`src/rtl/apb_pkg.sv`:
```
// Shared types and defaults for the APB master bridge and its wait timer.
package apb_pkg;

  localparam int APB_ADDR_W = 32;
  localparam int APB_DATA_W = 32;

  typedef enum logic [1:0] {
    IDLE,
    SETUP,
    ACCESS
  } apb_state_e;

  typedef struct packed {
    logic                  write;
    logic [APB_ADDR_W-1:0] addr;
    logic [APB_DATA_W-1:0] wdata;
  } apb_cmd_t;

  // Counter width able to hold 0..timeout; at least one bit so a disabled timer still elaborates.
  function automatic int timer_w(input int timeout_cyc);
    return (timeout_cyc > 0) ? $clog2(timeout_cyc + 1) : 1;
  endfunction

endpackage

```
`src/rtl/apb_wait_timer.sv`:
```
// Counts ACCESS cycles spent waiting for PREADY and flags the last allowed one.
module apb_wait_timer
  import apb_pkg::*;
#(
  parameter int TIMEOUT_CYC = 16
) (
  input  logic clk,
  input  logic rst,
  input  logic clear,
  input  logic enable,
  output logic expired
);

  localparam int CNT_W = timer_w(TIMEOUT_CYC);

  if (TIMEOUT_CYC > 0) begin : g_timer
    logic [CNT_W-1:0] count;

    // Wait counter: cleared before each ACCESS phase, advances on every stalled cycle.
    always_ff @(posedge clk or posedge rst) begin
      if (rst) begin
        count <= '0;
      end else if (clear) begin
        count <= '0;
      end else if (enable) begin
        count <= count + 1'b1;
      end
    end

    // The stalled cycle seen while at TIMEOUT_CYC-1 is the last one tolerated.
    assign expired = (count == CNT_W'(TIMEOUT_CYC - 1));
  end else begin : g_no_timer
    assign expired = 1'b0;
  end

endmodule

```
`src/rtl/apb_master_bridge.sv`:
```
// Single-outstanding command to APB SETUP/ACCESS bridge with registered bus and response.
module apb_master_bridge
  import apb_pkg::*;
#(
  parameter int ADDR_W      = APB_ADDR_W,
  parameter int DATA_W      = APB_DATA_W,
  parameter int TIMEOUT_CYC = 16
) (
  input  logic              PCLK,
  input  logic              PRESET,
  input  logic              cmd_valid,
  output logic              cmd_ready,
  input  logic              cmd_write,
  input  logic [ADDR_W-1:0] cmd_addr,
  input  logic [DATA_W-1:0] cmd_wdata,
  output logic              rsp_valid,
  output logic [DATA_W-1:0] rsp_rdata,
  output logic              rsp_err,
  output logic              PSEL,
  output logic              PENABLE,
  output logic              PWRITE,
  output logic [ADDR_W-1:0] PADDR,
  output logic [DATA_W-1:0] PWDATA,
  input  logic [DATA_W-1:0] PRDATA,
  input  logic              PREADY
);

  apb_state_e state;
  apb_state_e state_next;
  logic       accept;
  logic       done;
  logic       timeout;
  logic       expired;

  apb_wait_timer #(
    .TIMEOUT_CYC(TIMEOUT_CYC)
  ) u_wait_timer (
    .clk    (PCLK),
    .rst    (PRESET),
    .clear  (state == SETUP),
    .enable ((state == ACCESS) && !PREADY),
    .expired(expired)
  );

  // Next state, command handshake and transfer-end decode.
  always_comb begin
    state_next = state;
    cmd_ready  = 1'b0;
    done       = 1'b0;
    timeout    = 1'b0;
    case (state)
      IDLE: begin
        cmd_ready = 1'b1;
        if (cmd_valid) state_next = SETUP;
      end
      SETUP: begin
        state_next = ACCESS;
      end
      ACCESS: begin
        if (PREADY) begin
          done       = 1'b1;
          cmd_ready  = 1'b1;
          state_next = cmd_valid ? SETUP : IDLE;
        end else if (expired) begin
          timeout    = 1'b1;
          state_next = IDLE;
        end
      end
      default: begin
        state_next = IDLE;
      end
    endcase
  end

  assign accept = cmd_valid && cmd_ready;

  // State register plus registered bus and response outputs, all derived from the next state.
  always_ff @(posedge PCLK or posedge PRESET) begin
    if (PRESET) begin
      state     <= IDLE;
      PSEL      <= 1'b0;
      PENABLE   <= 1'b0;
      PWRITE    <= 1'b0;
      PADDR     <= '0;
      PWDATA    <= '0;
      rsp_valid <= 1'b0;
      rsp_err   <= 1'b0;
      rsp_rdata <= '0;
    end else begin
      state     <= state_next;
      PSEL      <= (state_next != IDLE);
      PENABLE   <= (state_next == ACCESS);
      rsp_valid <= done || timeout;
      rsp_err   <= timeout;
      rsp_rdata <= (done && !PWRITE) ? PRDATA : '0;
      if (accept) begin
        PWRITE <= cmd_write;
        PADDR  <= cmd_addr;
        PWDATA <= cmd_wdata;
      end
    end
  end

endmodule

```
`config.mk`:
```
export PLATFORM = sky130hd
export DESIGN_NAME = apb_master_bridge
export DESIGN_NICKNAME = d
export VERILOG_FILES = /design/src/rtl/apb_pkg.sv /design/src/rtl/apb_wait_timer.sv /design/src/rtl/apb_master_bridge.sv
export SDC_FILE = /design/constraint.sdc
export NUM_CORES = 1
export LEC_CHECK = 0
export ABC_AREA = 1
export BUFFER_PORTS_ARGS = -buffer_cell sky130_fd_sc_hd__buf_2
export CORE_MARGIN = 2
export CORE_UTILIZATION = 44
export CTS_CLUSTER_SIZE = 30
export DETAILED_ROUTE_END_ITERATION = 8
export GPL_TIMING_DRIVEN = 1
export PLACE_DENSITY = 0.83
export SLEW_MARGIN = 20
export SYNTH_ARGS = -nofsm -noshare
export SYNTH_HDL_FRONTEND = slang
export SYNTH_SLANG_ARGS = --single-unit
```
`constraint.sdc`:
```
create_clock -name PCLK -period 8.1 [get_ports PCLK]
set_input_delay 0.405 -clock PCLK [delete_from_list [all_inputs] [get_ports PCLK]]
set_output_delay 0.405 -clock PCLK [all_outputs]
set_load 0.005 [all_outputs]
```
== Word-level counts from Yosys, hierarchy flattened ==
Index checks and enable logic that the tools add are counted.

* Register bits after elaboration: 108
* Bits of input ports: 101
* Output and inout port bits: 102
* Logic and storage cells: 38

* Add/sub/neg operators: 1
* Eq/ne operators: 4
* Mux-type cells: 14
* Reductions and logical operators: 9

{| class="wikitable"
|+ Operator list
! operator !! number
|-
| $mux W32 || 1
|-
| $mux W5 || 2
|-
| $mux W1 || 6
|-
| $mux W2 || 3
|-
| $pmux W2 S3 || 1
|-
| $add A5 B1 Y5 const B || 1
|-
| $eq A5 B4 Y1 const B || 1
|-
| $eq A2 B2 Y1 const B || 2
|-
| $reduce_bool A2 Y1 || 2
|-
| $logic_and A1 B1 Y1 || 3
|-
| $eq A2 B1 Y1 const B || 1
|-
| $logic_not A1 Y1 || 2
|-
| $logic_not A2 Y1 || 1
|-
| $pmux W1 S2 || 1
|-
| $logic_or A1 B1 Y1 || 1
|}

== Depth between registers and ports, before layout ==
Gate-level depths: netlist of run 1.

* Depth in word-level cells: 5
* Depth in mapped cells: 7
* Gate-level depth less buffers: 7

== Hierarchy ==
A second synthesis of run 1 with hierarchy kept.

* Cells, all modules: 447
* Area total of the unflattened synthesis: 4250.3 um^2

{| class="wikitable"
|+ Modules (own cells, without submodules)
! module !! times used !! cells an instance !! area an instance (um^2) !! seq. area each (um^2)
|-
| apb_master_bridge || 1 || 415 || 3982.6 || 2577.5
|-
| apb_wait_timer || 1 || 32 || 267.8 || 125.1
|}

== Worst setup path before layout of run 1 ==
No wires, ideal clock.

* Path type: register to register
* Start point: register u_wait_timer.g_timer.count[0]
* End point: register u_wait_timer.g_timer.count[4]
* Setup time: 0.118 ns
* Arrival: 1.079 ns
* Setup slack: 6.903 ns
* Cell stages (with the launch flop): 8
* Period minus slack after synthesis: 1.197 ns
* Path through: dfrtp_1 -> ha_1 -> nand2_1 -> nor2_1 -> ha_1 -> inv_1 -> nand2_1 -> nand2_1

* Word-level cells in the longest chain between the ends: 3

{| class="wikitable"
|+ Ends and longest elaborated chain
! item !! line !! source
|-
| from (decl) || apb_wait_timer.sv:17 || <nowiki>logic [CNT_W-1:0] count;</nowiki>
|-
| from (signal assigned) || apb_wait_timer.sv:26 || <nowiki>count <= count + 1'b1;</nowiki>
|-
| $add A5 B1 Y5 || apb_wait_timer.sv:26 ||
|-
| $mux W5 || apb_wait_timer.sv:25 || <nowiki>end else if (enable) begin</nowiki>
|-
| $mux W5 || apb_wait_timer.sv:23 || <nowiki>end else if (clear) begin</nowiki>
|}

Every way passes these cells. The select of a mux whose other input is x is not followed.
A chain may end at the register's enable or synchronous reset.

== Worst setup path in the final report of run 1 ==
* Start point: register state[0]
* End point: register PADDR[27]

* Word-level cells in the longest chain between the ends: 3
* Elaborated cells between the ends (all ways): 4

{| class="wikitable"
|+ Ends and longest elaborated chain
! item !! line !! source
|-
| from (decl) || apb_master_bridge.sv:28 || <nowiki>apb_state_e state;</nowiki>
|-
| from (signal assigned) || apb_master_bridge.sv:90 || <nowiki>state <= state_next;</nowiki>
|-
| $eq A2 B2 Y1 or $logic_not A2 Y1 (tied branches) || apb_master_bridge.sv:51 || <nowiki>case (state)</nowiki>
|-
| $pmux W1 S2 (*) || apb_master_bridge.sv:51 ||
|-
| $logic_and A1 B1 Y1 (*) || apb_master_bridge.sv:75 || <nowiki>assign accept = cmd_valid && cmd_ready;</nowiki>
|-
| to (signal assigned) || apb_master_bridge.sv:98 || <nowiki>PADDR <= cmd_addr;</nowiki>
|-
| to (decl) || apb_master_bridge.sv:22 || <nowiki>output logic [ADDR_W-1:0] PADDR,</nowiki>
|}

Every way passes the cells marked *; elsewhere a longest branch is shown, timed or not.

==> summary by stage, run 1 <==
Synthesis
For this run, asynchronously set or reset flops after synthesis account for 100.0%. The count of different cell masters after synthesis is 18. The number of synthesized register bits is roughly 110.

The most used flip-flop cell after synthesis is dfrtp_1. Averaged over all synthesized cells, the footprint is around 9.7 um2. The number of nets handed over by synthesis was 535.

The number of warnings printed during yosys synthesis is 0. The xor and xnor fraction of the mapped netlist area is 0%. The number of synthesized flops with an enable pin is 0. The area of the mapped netlist is roughly 4200 um2. The number of standard cells after synthesis is around 430. Summing the areas of all fa, ha and maj instances in the mapped netlist gives less than 1% of the synthesized area. The post-synthesis simple-gate area fraction is between 10% and 20%.

Summing the areas of all compound-gate instances in the mapped netlist gives between 9 and 10% of the synthesized area. The part of the Yosys area used for sequential elements is between 60% and 70%. By area, the combinational part of the netlist is dominated by buffers and inverters. After synthesis, the share of cell area in mux cells is 0%.

Route
For this block, the routed nets add up to around 8700 um of wire. The post-route antenna net violation count is 0. The initial detailed-routing violation count is 76. The number of optimization iterations in the first detailed-route pass is 4. The average routed wire per standard cell is about 11 um. The final route contains around 3300 vias. The remaining design rule violation count is 0. The post-detailed-route via-to-cell ratio is between 4 and 5.

Global routing
The first global-routing pass estimated about 14000 um of wire. The number of global-route vias before repair is approximately 3200. Entering global routing, the biggest net connects 85 pins. The number of antenna violations at the first check in global routing is 0. The total global-route track usage is between 15 and 20%. Summed over all layers, the global routing overflow is 0.

Power
Net switching is between 20% and 30% of the power. The cell area power density is between 200 and 250 nW/um2. Cell internal power was estimated by the tool at 911.6 uW. The analysis attributes to cell leakage a power of about 0.0034 uW. IR analysis of the VDD net gives a maximum drop of between 0.09 and 0.1 mV. Of the total power, registers draw a little over half. The clock network accounts for 25.5% of the total power. The power share of the combinational group is a little over a fifth. The net switching power of the design is between 300 and 400 uW.

Critical path
The type of the worst setup path is flip-flop to flip-flop. Of all nets on the critical path, the largest fanout is 84. The largest single stage delay on the critical path is around 0.7 ns. STA classifies the critical path endpoint as a flip-flop. Data on the critical path is required at its endpoint by ~8.4 ns. The top cell family by delay on the critical path is buffers and inverters.

Data arrives at the worst endpoint at 2.30 ns. For this design, the slowest cell found on the critical path is buf_4. Counting both buffers and inverters, the worst setup path holds a total of 2.

The type of element launching the critical path is a flip-flop. The critical path goes through inv_2 -> nand3_4 -> buf_4 -> nand2_1 -> o21ai_1.

Clocking
The number of clock buffers added by TritonCTS is 9. The worst-skew pair later-pin latency is roughly 0.36 ns. The post-cts gate resize count is 0. After clock tree synthesis, the clock-pin slew on the worst setup and hold paths is roughly 0.11 ns.

The hold buffer count at CTS is 0. The TritonCTS clock tree is built. The number of sinks on the clock net is approximately 110.

The post-CTS repair timing setup buffer count is 0. The H-tree depth is 3. In this run the clock root is driven by a clkbuf_8. The clock passes through at most 2 buffers.

Floorplanning
The area of the core is between 9000 and 10000 um2. The number of top-level pins is about 200. For this configuration, the core starts out at a cell density of 45.51%. The initialized floorplan defines 35 standard-cell rows. In this run the vertical extent of the chip is slightly above 100 um. The die width is roughly 100 um.

The die covers between 10000 and 15000 um2.

Timing
Setup repair after global routing left no endpoint under its margin. The least setup slack across all paths after layout is roughly 6 ns. In this run the tightest slew margin relative to its limit is around 50%. The final setup violation count is 0. The part of the cycle the worst path needs is between 20% and 30%. The time the final worst path needs with I/O delays and setup is between 2 and 2.5 ns. The hold violation count in the final report is 0. The worst-case clock skew is around 0.011 ns. The final number of max-transition violations was 0. The slew of the pin with the lowest slew margin is between 0.7 and 0.8 ns. The summed negative setup slack over all endpoints is 0 ns. The maximum operating frequency is between 400 and 500 MHz.

Layout
In the final design database the tool counted approximately 730 nets. The sequential cell area is 2703 um2. The number of antenna diodes is 0.

The post-route netlist has between 30% and 40% of its cells at a drive strength greater than 1. The fill cell total of the finished layout is around 840. The relative area change from synthesis to final layout is 29.96%. The multi-input combinational cells in the finished layout cover a total of between 900 and 1000 um2.

Flow run
The count of max-cap constraint violations is 0.

Placed design
The last weighted congestion value of the routability-driven placer is approximately 0.85. Prior to clock tree synthesis, the placed netlist has a worst setup slack of 5.907 ns. The port buffer count is about 200.

The estimated wirelength of the detail-placed design is about 6500 um.

Outcome
The flow ran to the end, and the final reports show no timing, DRC or antenna violations.

Min path
The path category of the worst min-delay check is input port to asynchronous set/reset pin.
## synth_stat cells (3+ instances only)
cell      count  area (um2)
buf_2         5       25.02
buf_6         9       101.4
clkbuf_1      3       11.26
dfrtp_1     108        2703
inv_1       106       397.9
nand2_1      80       300.3
nand3_1       9       45.04
nor2_1       37       138.9
o21ai_0       5       25.02
o21ai_1      40       200.2
o21ai_2      20       175.2
## cells by family after synthesis
family                     Yosys count
adders and majority gates            2
buffers and inverters              125
DFF                                108
AOI/OAI and AO/OA                   66
and+or+nand+nor                    131
## area by class of cell
| type | instances | area share, % |
|---|---|---|
| clock inverters | 6 | 1.328 |
| well taps | 129 | 2.953 |
| clock buffers | 10 | 2.335 |
| repair buffers | 205 | 18.91 |
| inverters | 108 | 7.463 |
| multi-input cells | 199 | 17.56 |
| flip-flops and latches | 108 | 49.45 |
## layer usage
metal	track usage, %	vias to the layer above	part of all wire [%]
met5	0	-	0
met4	6.965	0	1.1
met2	30.52	113	51
li1	-	1665	-
met1	18.75	1484	41
met3	3.520	9	6.6
## stage by stage
| stage | hold WS [ns] | instance area (um2) | instances | total power, uW | utilization (%) |
|---|---|---|---|---|---|
| after CTS | 0.1289 | 5465 | 765 | 1323 | 59.15 |
| after floorplan | 0.4687 | 4205 | 432 | 846.4 | - |
| after global placement | 0.4576 | 5265 | 749 | 970.2 | 56.98 |
| after global routing | 0.1657 | 5465 | 765 | 1382 | 59.15 |
| final | 0.1033 | 5465 | 765 | 1300 | 59.15 |
| after detailed placement | 0.4635 | 5265 | 749 | 985.5 | 56.98 |
## path summary, 6_finish.rpt
check | cells after the start | endpoint | slack [ns] | start
max in group asynchronous | 3 | u_wait_timer.g_timer.count[3]$_DFFE_PP0P_ | 6.82 | PRESET
setup reg to reg | 5 | PADDR[27]$_DFFE_PP0P_ | 6.07 | state[0]$_DFF_PP0_
hold reg to reg | 2 | PADDR[9]$_DFFE_PP0P_ | 0.49 | PADDR[9]$_DFFE_PP0P_
hold / removal | 2 | PADDR[26]$_DFFE_PP0P_ | 0.10 | PRESET
min in group PCLK | 3 | rsp_rdata[20]$_DFF_PP0_ | 0.24 | PRDATA[20]
setup / recovery | 5 | PADDR[27]$_DFFE_PP0P_ | 6.07 | state[0]$_DFF_PP0_
## cells in the final DEF (no fill, tap or decap)
cell type,instances
ha_1,2
o21ai_1,40
clkinv_2,1
inv_1,105
nand2_2,1
inv_8,1
o21ai_0,5
a211oi_1,1
clkinv_4,2
or2_2,1
inv_4,1
buf_2,202
buf_4,3
dfrtp_1,108
inv_6,1
clkbuf_8,9
nand3_4,1
clkbuf_1,1
o21ai_2,20
inv_2,2
nor2_1,37
bufinv_16,1
nand3_1,9
nand2_1,80
nand4_1,2
## sequential cells by signal (all words and copies together) (netlist names)
register and count:
PWRITE 1, state 2, PENABLE 1, rsp_valid 1
u_wait_timer.g_timer.count 5, rsp_err 1, PWDATA 32, rsp_rdata 32
PADDR 32, PSEL 1
## power by group through the flow
stage	Sequential, uW	Combinational (uW)	Clock [uW]
6_report	688	280	332
5_1_grt	699	320	363
4_1_cts	688	288	347
3_5_place_dp	697	289	0
3_3_place_gp	693	277	0
2_1_floorplan	703	144	0
Power figures use the tool's default switching activity.
==> run 2, diff against run 1 <==
- ABC_AREA: 1 -> 0
- PLACE_DENSITY: 0.83 -> 0.84
- clock period: 8.1 -> 2 ns (I/O delays scaled with it)
==> run 2 against run 1 <==
Utilization rose by 13 points. Clock power rose to 4.4 times the previous value. Sequential power grew to 4.1 times the previous value. Synthesized area shrank 5.5%. Final area up 16%. Non-clock buffer count up 100. Largest power group unchanged. Worst hold slack got worse by 0.064 ns. Setup slack worse by 5.8 ns. Wire length grew 20%.
==> summary by stage, run 2 <==
Outcome
The flow ran to the end, and the final reports show no timing, DRC or antenna violations.

Min path
In this run the worst hold path is classified as input port to flip-flop. In this run the most critical hold path is launched from PREADY. The number of cells on the worst hold path is 2.

Synthesis
The number of standard cells after synthesis is 254. Averaged over all synthesized cells, the footprint is about 16 um2. The cell with the most instances after synthesis is dfrtp_1.

In this run, synthesis inferred 0 flip-flops with an integrated enable. The part of the Yosys area used for sequential elements is between 60 and 70%. The net count after synthesis is between 300 and 400. The area of the mapped netlist is 3974 um2. The async set-or-reset flop fraction in the synthesized netlist is 100.0%.

Sorting the synthesized cells by how often they occur yields 108 x dfrtp_1, 35 x mux2_2, 32 x and2_1, 30 x mux2_1. Yosys printed 0 warnings. The share of the synthesized area in the top cell type is about two thirds. The number of synthesized register bits is about 110. The synthesized design spends more area on one cell type than any other, namely dfrtp_1. The most used flip-flop cell after synthesis is dfrtp_1. The count of different cell masters after synthesis is 29. Yosys attributes the largest share of cell area to dfrtp_1 68%, mux2_2 9.9%, mux2_1 8.5%.

Critical path
The launch point of the worst path is state[1]$_DFF_PP0_. The type of the worst setup path is flip-flop to flip-flop. Of all nets on the critical path, the largest fanout is 49. The startpoint identified for the worst register-to-register timing path is state[1]$_DFF_PP0_.

The worst setup path is captured at a flip-flop. Counting cells, the worst reg-to-reg path comes to 4. Data arrives at the worst endpoint at about 2.0 ns.

The type of element launching the critical path is a flip-flop. The data required time of the worst path is 2.25 ns. The slack of the worst reg-to-reg path is 0.27 ns.

Floorplanning
The die is slightly below 100 um tall. The initial utilization of the core area, before any placement, comes to 45.57%. ~200 I/O pins were placed. The number of rows in the core area is 34. The area enclosed by the die boundary is 9808 um2.

The die width is between 90 and 100 um. The area of the core is 8721 um2.

Timing
The slew of the pin with the lowest slew margin is approximately 0.71 ns. In the final timing run, aggregate negative setup slack is 0 ns. The final setup violation count is 0.

The final number of max-transition violations is 0. Clock skew on the completed layout was measured at roughly 0.013 ns. The part of the cycle the worst path needs is 86.68%.

Setup slack closes at about 0.27 ns. The hold violation count in the final report is 0. For this run, the top clock speed supported by timing is just under 600 MHz. In this run the tightest slew margin relative to its limit is 52.33%.

The time the final worst path needs with I/O delays and setup is roughly 1.7 ns. Setup repair after global routing left no endpoint under its margin.

Global routing
Global routing used 21.87% of the available tracks across all layers. The wire length of the first global-routing pass is 16620 um. The maximum number of pins on one net before global-route repair is 50. For this run the aggregate overflow at the end of global routing stands at 0. The number of antenna violations at the first check in global routing is 0. The number of global-route vias before repair is 3448.

Clocking
The number of buffers added by the clock tree synthesis step is 9. TritonCTS built the clock tree. The buffer type at the clock tree root is clkbuf_8.

The tree built by TritonCTS fans out to about 110 sinks. The clock transition at the register clock pins on the worst setup and hold paths after CTS is approximately 0.10 ns. For the worst-skew pair, the clock arrives at the later sink with an insertion delay of between 0.3 and 0.4 ns. The clock tree synthesis step divided the H-tree into 3 levels.

No sink is reached through more buffers than the 2 on the longest clock path.

Power
The maximum vdd drop is 0.4591 mV. The cell area power density is a little under 900 nW/um2. The leakage power figure is between 0.003 and 0.004 uW.

Layout
The number of nets in the layout is ~660. The most common cell after layout, fill and taps aside is buf_2. The filler cells instantiated in the layout total 556.

The library cells used most frequently in the layout, excluding fill and tap cells, are 202 x buf_2, 108 x dfrtp_1, 98 x dlygate4sd3_1. The largest registers in the layout are PADDR x32, PWDATA x32, rsp_rdata x32. The number of antenna diodes is 0. Of the cells placed in the final design, the portion with a size suffix greater than 1 is 46.62%. The fraction of the core area covered by cells at the end of the flow is 72.64%.

The area growth from synthesis to layout is 59.41%.

Placed design
The worst setup timing slack at the placement stage is roughly 0.30 ns. The estimated wirelength of the detail-placed design is between 6000 and 7000 um. The port buffer count is 202. The last weighted congestion value of the routability-driven placer is roughly 0.80.

Route
The final route contains 3149 vias. In this run the remaining antenna-violating nets after routing total 0. In this run, the number of DRC markers left after iteration 0 of detailed routing was between 90 and 100. The first TritonRoute pass finished after 4 iterations. Using the TritonRoute via totals, the vias-per-cell ratio works out to approximately 4.7. After detailed routing, the number of remaining DRC violations is 0.

Dividing the detail-routed wire length by the instance count gives 15.69 um. The final wirelength is about 11000 um.

Flow run
Max-cap violations in this run came to 0.
run 2: cell count changes after synthesis, sizes merged, moves of 4 or more:
cell | previous run | this run
nor2 | 37 | 4
buf | 14 | 8
mux2 | 0 | 65
nor3b | 0 | 4
nand2 | 81 | 2
inv | 108 | 3
nand3 | 10 | 0
and2 | 0 | 32
o21ai | 65 | 2
run 2: per-layer routing:
layer	vias up	global-route usage, %	share of wire (%)
met4	0	8.325	2.1
met5	-	0	0
met3	19	5.745	7.2
met1	1529	23.12	36
met2	130	41.22	55
li1	1471	-	-
run 2: logic make-up after synthesis:
family	after synthesis	share of synthesized area, %
AO/OA/AOI/OAI	12	2.393
AND/OR/NAND/NOR	52	8.344
adder cells (fa/ha/maj)	2	0.6296
flip-flops	108	68.01
multiplexers	65	18.42
buffers and inverters	15	2.204
run 2: repair_timing:
item | 4_1_cts | 5_1_grt
endpoints found under the setup margin | 0 | 0
gates resized for setup | 0 | 0
hold buffers | 98 | 0
setup buffers | 0 | 0
endpoints found under the hold margin | 125 | 0
run 2: power by group:
group          internal, uW  switching, uW
Combinational           798            540
Sequential             2590            234
Clock                   714            732
run 2: path summary, 6_finish.rpt:
check | end
max reg2reg | PWDATA[3]$_DFFE_PP0P_
max | PWDATA[3]$_DFFE_PP0P_
max in group asynchronous | rsp_rdata[31]$_DFF_PP0_
min reg2reg | PADDR[14]$_DFFE_PP0P_
min in group asynchronous | rsp_rdata[27]$_DFF_PP0_
min | rsp_err$_DFF_PP0_
run 2: layout make-up:
type / instances / area (um2) / area share, %
clock inverters: 6 / 96.34 / 1.521
repair buffers: 305 / 2067 / 32.63
well taps: 108 / 135.1 / 2.133
multi-input cells: 131 / 1195 / 18.86
flip-flops and latches: 108 / 2703 / 42.66
clock buffers: 9 / 123.9 / 1.955
inverters: 3 / 15.01 / 0.2370
run 2: worst max-delay path, stage by stage, from the launching register on:
cell and delay [ns]:
dfrtp_1 0.50, nor2b_4 0.20, nor3b_4 0.24, buf_12 0.28
mux2_2 0.37
run 2: per-stage QoR:
| stage | cell area, um2 | power, uW | hold slack, ns | instances |
|---|---|---|---|---|
| 2_1_floorplan | 3978 | 3417 | 0.1703 | 254 |
| 3_3_place_gp | 5134 | 3968 | 0.2254 | 557 |
| 3_5_place_dp | 5134 | 4040 | 0.2476 | 557 |
| 4_1_cts | 6335 | 5647 | 0.02003 | 670 |
| 5_1_grt | 6335 | 5925 | 0.02410 | 670 |
| 6_report | 6335 | 5608 | 0.03926 | 670 |
==> run 3, diff against run 2 <==
- PLACE_DENSITY: 0.84 -> 0.76
==> run 3 against run 2 <==
Clock power shrank 10%. Critical endpoint is now PWDATA[2]$_DFFE_PP0P_. Flip-flop and latch count is the same. Cell count grew 0.15%. Sequential power is essentially flat. Final area shrank 0.26%. Worst hold slack gained 0.015 ns. Maximum frequency grew 0.52%. Non-clock buffer count is the same. Register-to-register slack is essentially flat. Utilization shrank 0.19 points. Largest power group unchanged. Clock-buffer cell count grew 1. First-iteration DRC count shrank 40%. Largest cell class unchanged.
==> summary by stage, run 3 (synthesis results as in run 2) <==
Route
After detailed routing, the average wire length per cell comes to roughly 16 um. In this run, the number of DRC markers left after iteration 0 of detailed routing was just under 60. The first detailed-routing pass ran for 4 iterations. In this run the remaining antenna-violating nets after routing total 0. After detailed routing, the number of vias per cell comes to between 4 and 5.

The final wirelength is roughly 11000 um. The remaining design rule violation count is 0. The detailed router placed ~3100 vias in this run.

Power
The net switching power of the design is ~1500 uW. The cell area power density is around 870 nW/um2. The leakage power figure is ~0.0032 uW. The power share of the sequential group is 51.6%. The maximum vdd drop is between 0.6 and 0.7 mV.

In this run, the combinational gates consume around a quarter of the power. The internal power is 3976 uW. The proportion of total power due to net switching is 27.30%. The clock network accounts for about a quarter of the total power.

Min path
The path category of the worst min-delay check is input port to flip-flop.

Timing
The final setup violation count is 0. The worst-case clock skew is ~0.010 ns. The time the final worst path needs with I/O delays and setup is ~1.7 ns. The hold violation count in the final report is 0. Based on the critical path, the design can be clocked at up to ~580 MHz. The final number of max-transition violations is 0. The summed negative setup slack over all endpoints is 0 ns. The relative slew slack is 51.37%.

In the finished design, the share of the clock period the worst path needs comes to between 80% and 90%. At the pin with the least slew margin, the transition time is slightly above 0.7 ns. Setup repair after global routing left no endpoint under its margin.

Clocking
The buffer type at the clock tree root is clkbuf_8. The TritonCTS clock tree is built. After clock tree synthesis, the clock-pin slew on the worst setup and hold paths is 0.10 ns. The number of buffers on the longest clock path is 2. The worst-skew pair later-pin latency is between 0.3 and 0.4 ns. After clock tree synthesis, the repair step resized 0 gates.

The H-tree depth is 3. The number of sinks on the clock net is between 100 and 150. In this run, CTS created clock tree buffers numbering 9. In this run the post-CTS setup repair buffer count came out at 0.

Placed design
The post-placement cell count is around 560. The count of buffers added on input and output ports is just over 200. The estimated wirelength of the detail-placed design is 6277 um. After detailed placement, the total cell area comes to about 5100 um2. The congestion estimate from routability-driven global placement came to 0.8131.

Critical path
The worst setup path is of the flip-flop to flip-flop kind. STA classifies the critical path endpoint as a flip-flop. The type of element launching the critical path is a flip-flop.

For the worst setup path, the data arrival time is around 2.0 ns. Data on the critical path is required at its endpoint by 2.23 ns. In this run the worst path has a maximum fanout of 38.

Layout
The number of antenna diodes is 0. The most common cell after layout, fill and taps aside is buf_2. The fraction of the core area covered by cells at the end of the flow is 72.45%. The fill cell total of the finished layout is 560. In the final layout, the registers with the most flip-flops are PADDR x32, PWDATA x32, rsp_rdata x32. The number of nets in the layout is between 600 and 700. The area growth from synthesis to layout is 59.01%. In the layout the commonest cells are 202 x buf_2, 108 x dfrtp_1, 98 x dlygate4sd3_1. The finished cells cover ~6300 um2.

The final non-filler cell total is about 670. Of the cells placed in the final design, the portion with a size suffix greater than 1 is a little under half.

Floorplanning
The effective utilization at floorplan is 45.57%. The die width is between 90 and 100 um. The core region is roughly 8700 um2. approximately 200 I/O pins were placed. The area enclosed by the die boundary is roughly 9800 um2. The number of rows in the core area is 34. From bottom edge to top edge, the die measures about 100 um.

Global routing
The global-route congestion overflow total is 0. The number of global-route vias before repair is 3541. The maximum number of pins on one net before global-route repair is 41.

Global routing consumed, over all layers together, between 20% and 30% of the routing resources. The wire length of the first global-routing pass is roughly 17000 um. The number of antenna violations at the first check in global routing is 0.

Flow run
Max-cap violations in this run came to 0.

Outcome
The flow ran to the end, and the final reports show no timing, DRC or antenna violations.
run 3: layout make-up:
cell class	instances	area, um2	area share (%)
clock buffer	10	127.6	2.020
clock inverter	6	63.81	1.010
multi-input combinational	131	1195	18.91
inverter	3	15.01	0.2376
timing repair buffer	305	2079	32.91
tap	108	135.1	2.139
sequential	108	2703	42.77
run 3: metrics by stage:
step	total power [uW]	hold WS, ns	worst slack, ns
floorplan	3417	0.1703	0.3795
global placement	3995	0.2529	0.3367
detailed placement	4051	0.2630	0.2962
CTS	5498	0.02427	0.2796
global route	5792	0.05470	0.1890
finish	5470	0.05456	0.2753
run 3: routing by layer:
layer / vias to the layer above / GRT usage [%] / routed length (um)
li1: 1469 / - / -
met1: 1530 / 26.20 / 4219
met2: 136 / 38.25 / 5277
met3: 10 / 7.305 / 895
met4: 0 / 4.847 / 113
met5: - / 0 / 0
run 3: path summary, 6_finish.rpt:
path | from | end | slack [ns] | depth (start not counted)
max | state[1]$_DFF_PP0_ | PWDATA[2]$_DFFE_PP0P_ | 0.28 | 4
min | PREADY | rsp_err$_DFF_PP0_ | 0.05 | 2
max reg2reg | state[1]$_DFF_PP0_ | PWDATA[2]$_DFFE_PP0P_ | 0.28 | 4
min reg2reg | PADDR[16]$_DFFE_PP0P_ | PADDR[16]$_DFFE_PP0P_ | 0.49 | 1
max in group asynchronous | PRESET | u_wait_timer.g_timer.count[3]$_DFFE_PP0P_ | 0.96 | 4
min in group asynchronous | PRESET | rsp_valid$_DFF_PP0_ | 0.40 | 3
run 3: critical path: stages, from the launching register on:
cell     delay, ns
dfrtp_1       0.49
nor2b_4       0.19
nor3b_4       0.28
buf_12        0.26
mux2_2        0.37
run 3: power by group through the flow:
stage          registers [uW]  clock network [uW]  logic (uW)
5_1_grt                  2880                1430        1480
2_1_floorplan            2860                   0         553
3_5_place_dp             2860                   0        1200
4_1_cts                  2810                1340        1350
3_3_place_gp             2830                   0        1160
6_report                 2820                1300        1340
run 3: what timing repair did:
| item | 4_1_cts | 5_1_grt |
|---|---|---|
| setup endpoints to repair | 0 | 0 |
| hold buffers | 98 | 0 |
| hold endpoints to repair | 127 | 0 |
